==> src/rtl/alu_uart_sequencer.sv <==
// Byte-serial front end for the alu: collects A, B, op from the UART receiver and sends the result byte back.
// Optional inter-byte timeout is enabled by defining ALU_SEQ_TIMEOUT_EN.
module alu_uart_sequencer #(
  parameter int unsigned DATA_SIZE      = 8,
  parameter int unsigned OP_SIZE        = 6,
  parameter int unsigned TIMEOUT_CYCLES = 1000000
) (
  input  logic                 i_clk,
  input  logic                 i_reset,
  input  logic [7:0]           i_rx_data,
  input  logic                 i_rx_done,
  input  logic                 i_tx_done,
  input  logic [DATA_SIZE-1:0] i_result,
  output logic [DATA_SIZE-1:0] o_a,
  output logic [DATA_SIZE-1:0] o_b,
  output logic [OP_SIZE-1:0]   o_op,
  output logic [7:0]           o_tx_data,
  output logic                 o_tx_start,
  output logic                 o_busy,
  output logic                 o_timeout
);

  typedef enum logic [2:0] {
    WAIT_A  = 3'd0,
    WAIT_B  = 3'd1,
    WAIT_OP = 3'd2,
    SEND    = 3'd3,
    WAIT_TX = 3'd4
  } state_t;

  state_t state;

  // Upper received bits beyond the operand/op widths are intentionally discarded.
  logic unused_rx_bits;
  assign unused_rx_bits = ^i_rx_data;

`ifdef ALU_SEQ_TIMEOUT_EN
  localparam int unsigned CNT_W = (TIMEOUT_CYCLES > 1) ? $clog2(TIMEOUT_CYCLES) : 1;
  localparam logic [CNT_W-1:0] CNT_MAX = CNT_W'(TIMEOUT_CYCLES - 1);

  logic [CNT_W-1:0] count;
  logic             expired;
  assign expired = (count == CNT_MAX);
`endif

  always_ff @(posedge i_clk) begin
    if (i_reset) begin
      state      <= WAIT_A;
      o_a        <= '0;
      o_b        <= '0;
      o_op       <= '0;
      o_tx_data  <= '0;
      o_tx_start <= 1'b0;
      o_busy     <= 1'b0;
      o_timeout  <= 1'b0;
`ifdef ALU_SEQ_TIMEOUT_EN
      count      <= '0;
`endif
    end else begin
      o_tx_start <= 1'b0;
      o_timeout  <= 1'b0;
      case (state)
        WAIT_A: begin
`ifdef ALU_SEQ_TIMEOUT_EN
          count <= '0;
`endif
          if (i_rx_done) begin
            o_a   <= i_rx_data[DATA_SIZE-1:0];
            state <= WAIT_B;
          end
        end
        WAIT_B: begin
          if (i_rx_done) begin
            o_b   <= i_rx_data[DATA_SIZE-1:0];
            state <= WAIT_OP;
`ifdef ALU_SEQ_TIMEOUT_EN
            count <= '0;
          end else if (expired) begin
            state     <= WAIT_A;
            o_timeout <= 1'b1;
            count     <= '0;
          end else begin
            count <= count + CNT_W'(1);
`endif
          end
        end
        WAIT_OP: begin
          if (i_rx_done) begin
            o_op   <= i_rx_data[OP_SIZE-1:0];
            o_busy <= 1'b1;
            state  <= SEND;
`ifdef ALU_SEQ_TIMEOUT_EN
            count  <= '0;
          end else if (expired) begin
            state     <= WAIT_A;
            o_timeout <= 1'b1;
            count     <= '0;
          end else begin
            count <= count + CNT_W'(1);
`endif
          end
        end
        // The ALU has settled on the operands registered last cycle.
        SEND: begin
          o_tx_data  <= 8'(i_result);
          o_tx_start <= 1'b1;
          state      <= WAIT_TX;
        end
        WAIT_TX: begin
          if (i_tx_done) begin
            o_busy <= 1'b0;
            state  <= WAIT_A;
          end
        end
        default: begin
          o_busy <= 1'b0;
          state  <= WAIT_A;
        end
      endcase
    end
  end

endmodule

==> config.mk <==
export PLATFORM = sky130hd
export DESIGN_NAME = alu_uart_sequencer
export DESIGN_NICKNAME = d
export VERILOG_FILES = /design/src/rtl/alu_uart_sequencer.sv
export SDC_FILE = /design/constraint.sdc
export NUM_CORES = 1
export LEC_CHECK = 0
export ABC_AREA = 1
export CORE_MARGIN = 2
export CORE_UTILIZATION = 50
export CTS_CLUSTER_SIZE = 10
export DETAILED_ROUTE_END_ITERATION = 10
export DONT_BUFFER_PORTS = 1
export HOLD_SLACK_MARGIN = 0.03
export PLACE_DENSITY_LB_ADDON = 0.2
export SLEW_MARGIN = 20
export SYNTH_ARGS = -nofsm -noshare
export SYNTH_HDL_FRONTEND = slang
export SYNTH_SLANG_ARGS = --single-unit
==> constraint.sdc <==
create_clock -name i_clk -period 1.34 [get_ports i_clk]
set_clock_uncertainty 0.05 [all_clocks]
set_input_delay 0.402 -clock i_clk [delete_from_list [all_inputs] [get_ports i_clk]]
set_output_delay 0.402 -clock i_clk [all_outputs]
set_load 0.02 [all_outputs]
# == Yosys cells after proc, flatten, opt, wreduce, memory -nomap -nowiden ==
# Index checks and enable logic that the tools add are counted.
# word_totals
register_bits,35
in_bits,20
out_inout_bits,33
wordCells,32
# classes
n_eq_ne,8
muxes,9
bitwise_logic,1
n_reduce_logical,7
# op_table
op,count
$pmux W3 S5,1
$mux W3,4
$ne A2 B2 Y1 const B,4
$eq A3 B2 Y1 const B,2
$reduce_and A2 Y1,3
$reduce_and A4 Y1,1
$eq A3 B1 Y1 const B,1
$eq A3 B3 Y1 const B,1
$logic_not A3 Y1,1
$mux W1,3
$pmux W1 S3,1
$reduce_and A3 Y1,1
$reduce_or A3 Y1,1
$not A1 Y1,1

# == Longest topological paths before layout ==
# logic_depth
ltp_word,4
mapped_depth,7
depth_no_buf,7

# == Worst setup path after synthesis ==
# Ideal clock, no wire load.
# synth_timing
path_type,register -> register
startpoint,reg state[1]
endpoint,reg o_tx_data[0]
setup_time_ns,0.116
arrival_time_ns,0.996
t_required_ns,1.174
path_slack_ns,0.178
path_stages_with_launch,6
n_path_buf,0
period_less_slack_ns,1.162
cell_sequence,dfxtp_1 inv_2 nor3_4 inv_2 nor2_1 nor2_1
# synth_via
elab_chain_len,1
# synth_lines
element,line_no,source
start: declaration,31,state_t state;
start signal: assignment,48,state <= WAIT_A;
start signal: assignment,69,state <= WAIT_B;
start signal: assignment,75,state <= WAIT_OP;
$eq A3 B2 Y1,62,case (state)
end signal: assignment,105,o_tx_data <= 8'(i_result);
end: declaration,17,"output logic [7:0] o_tx_data,"
# No other way between the ends.
# A chain may end at the register's enable or synchronous reset.

# == Worst setup path in the final report ==
# layout_timing
startpoint,reg o_a[7]
endpoint,out o_a[7]
# layout_lines
element,line_no,source
start: declaration,14,"output logic [DATA_SIZE-1:0] o_a,"
start signal: assignment,68,o_a <= i_rx_data[DATA_SIZE-1:0];
# No word-level cell between the ends.

==> out/metrics.yaml <==
synth:
  netlist_instances: 168
  synthAdderAreaFrac: 0
  yosysTopAreaCell: "dfxtp_1"
  syn-cell-area_um2: 1300
  ys_seq_elements: 35
  synth_nets: 188
  synth_seq_area_share: 0.5390
  synth-simple-area-share: 0.2454
  ys_types: 16
  ys_warn_count: 0
  syn_avg_cell_area_um2: 7.738
  synth_top_family_by_area: "simple AND/OR/NAND/NOR gates"
  synth_ff_type: "dfxtp_1"
  synthTopCellsByCount: "nor2_1, dfxtp_1, o21ai_0"
  post_synth_xor_area_fraction: 0
  yosysMostFrequentCell: "nor2_1"
  synth_edf_count: 0
  synth-async-reset-ratio: 0
  synth.area.mux_share: 0
  synth_top_cell_area_share: 0.5390
  synth_compound_area_frac: 0.1521
  synthTopCellsByArea: "dfxtp_1, nor2_1, o21ai_0"
clock_tree:
  clockRootBuffer: "clkbuf_4"
  postCtsSetupRepairBufs: 0
  htree_levels: 2
  cts.sinks: 35
  cts.path.max_buffers: 2
  cts_hold_buf: 0
  clk_latency_ns: 0.32
  cts_buffers: 5
  clkTransAtPathRegs_ns: 0.10
  cts_tree: "built"
flow_run:
  drv_cap: 0
detailed_routing:
  vias: 1104
  route.detailed.drc: 0
  avgRoutedWirePerCell_um: 12.89
  first_iter_violations: 24
  first_pass_iters: 4
  ant_nets: 0
  via_per_inst: 5.308
  routed_wirelength_um: 2682
setup_path:
  critPathLaunchType: "flip-flop"
  rr_worst_depth: 4
  cp_data_arrival_time_ns: 0.80
  reg2reg_to: "o_op[5]"
  cp.required_ns: 0.89
  regToRegSetupSlack_ns: 0.11
  path_class: "reg -> out"
  endpoint_kind: "output port"
  critPathMaxFanout: 2
  r2r-start: "state[2]"
place:
  hpwlAfterDp_um: 2014
  gp_congestion: 0.7223
  dp_cells: 200
  numPortBuffers: 0
timing:
  finalHoldViolations: 0
  rsz0062_at_grt: "true"
  setup_viol_count_final: 0
  hold_ws_ns: 0.08193
  fmax_mhz: 801.3
  finalCritPeriodShare: 0.9314
  drv_slew: 0
  finalCriticalPeriod_ns: 1.248
pwr:
  vdd_drop_max_v: 0.0009847
  power_leakage_nw: 0.6083
  p_per_area_nw_per_um2: 1714
floorplan:
  core-area_um2: 2477
  io_pins: 53
  dieHeight_um: 54.99
  initial_core_util: 0.5247
  die_w_um: 54.99
  die-area_um2: 3024
  fp-row-count: 18
global_route:
  antenna_found_initial: 0
  grt_pass1_wl_um: 4222
  grt_overflow: 0
  grt_max_degree: 13
  grt_use_total: 0.1967
  grt_pass1_vias: 985
worst_hold_path:
  hold-path-cell-count: 1
  hold_class: "in -> reg"
  whs_endpoint: "state[2]"
  hp-start: "i_reset"
finish:
  final_cells: 208
  final_core_util: 0.5717
  drive_above_1_share: 0.1292
  area_delta_synth_final_pct: 8.951
  fin_nets: 197
  antenna_cells: 0
outcome:
  outcome: "finished clean"
-- sequential cells by signal (all words and copies together) (netlist names) --
signal / count
o_a: 8
o_b: 8
o_busy: 1
o_op: 6
o_tx_data: 8
o_tx_start: 1
state: 3
-- stage by stage --
stage / TNS [ns] / setup slack [ns] / instance area, µm² / power, mW
floorplan: 0 / 0.1784 / 1300 / 1.796
global route: -0.004978 / -0.003507 / 1416 / 2.580
detailed placement: 0 / 0.08402 / 1364 / 1.918
CTS: 0 / 0.05950 / 1414 / 2.439
global placement: 0 / 0.1387 / 1364 / 1.899
finish: 0 / 0.09197 / 1416 / 2.427
-- layer usage --
layer	vias up	routed length (µm)	GRT usage
met3	2	295	0.09409
li1	550	-	-
met4	0	13	0.06911
met2	46	1198	0.2996
met1	506	1175	0.2424
met5	-	0	0
-- power breakdown --
group          leakage, nW  switching [mW]  internal, mW
combinational        0.292           0.264         0.162
sequential           0.287           0.276          1.20
clock               0.0293           0.324         0.205
total                0.608           0.865          1.56
-- worst max path at each step --
| stage | slack, ns | to | start | cells after the start |
|---|---|---|---|---|
| detailed placement | 0.08 | o_a[7] | state[2] | 6 |
| global placement | 0.14 | o_tx_data[5] | state[1] | 5 |
| floorplan | 0.18 | o_tx_data[0] | state[1] | 5 |
| global route | -0.004 | o_a[0] | state[2] | 6 |
| finish | 0.09 | o_a[7] | o_a[7] | 0 |
| CTS | 0.06 | o_a[7] | state[2] | 6 |
-- worst reg2reg max path, delay by kind of cell, from the launching register on --
kind | cells | cell delay (ns)
AND/OR/NAND/NOR | 2 | 0.37
AO/OA/AOI/OAI | 1 | 0.13
buffers and inverters | 1 | 0.25
flip-flops | 1 | 0.37
-- cells in the final DEF, fill, tap and decap left out --
cell type / instances
buf_4: 7
clkbuf_1: 2
clkinv_2: 1
nor2_1: 55
dfxtp_1: 33
o21bai_1: 1
nand3_1: 4
o21ai_0: 30
nand3_2: 1
clkbuf_4: 5
nor2_2: 1
dfxtp_2: 2
nor2_4: 2
nand2_1: 10
conb_1: 1
inv_2: 3
inv_1: 11
a21oi_1: 8
nor3_4: 1
-- cells by family after synthesis --
logic type,Yosys count
AO/OA/AOI/OAI,39
buffers and inverters,19
other,1
flip-flops,35
AND/OR/NAND/NOR,74
-- final cells by class --
type                    instances  area (µm²)
fillers                       255        1061
flip-flops and latches         35       703.2
multi-input cells             114       520.5
repair buffers                  7       52.55
inverters                      14       52.55
clock buffers                   7       45.04
well taps                      30       37.54
clock inverters                 1       5.005
-- repair_timing --
action / CTS / global route
endpoints found under the setup margin: 0 / 26
hold endpoints to repair: 0 / 0
gates resized for setup: 0 / 3
(Power assumes the default switching activity.)
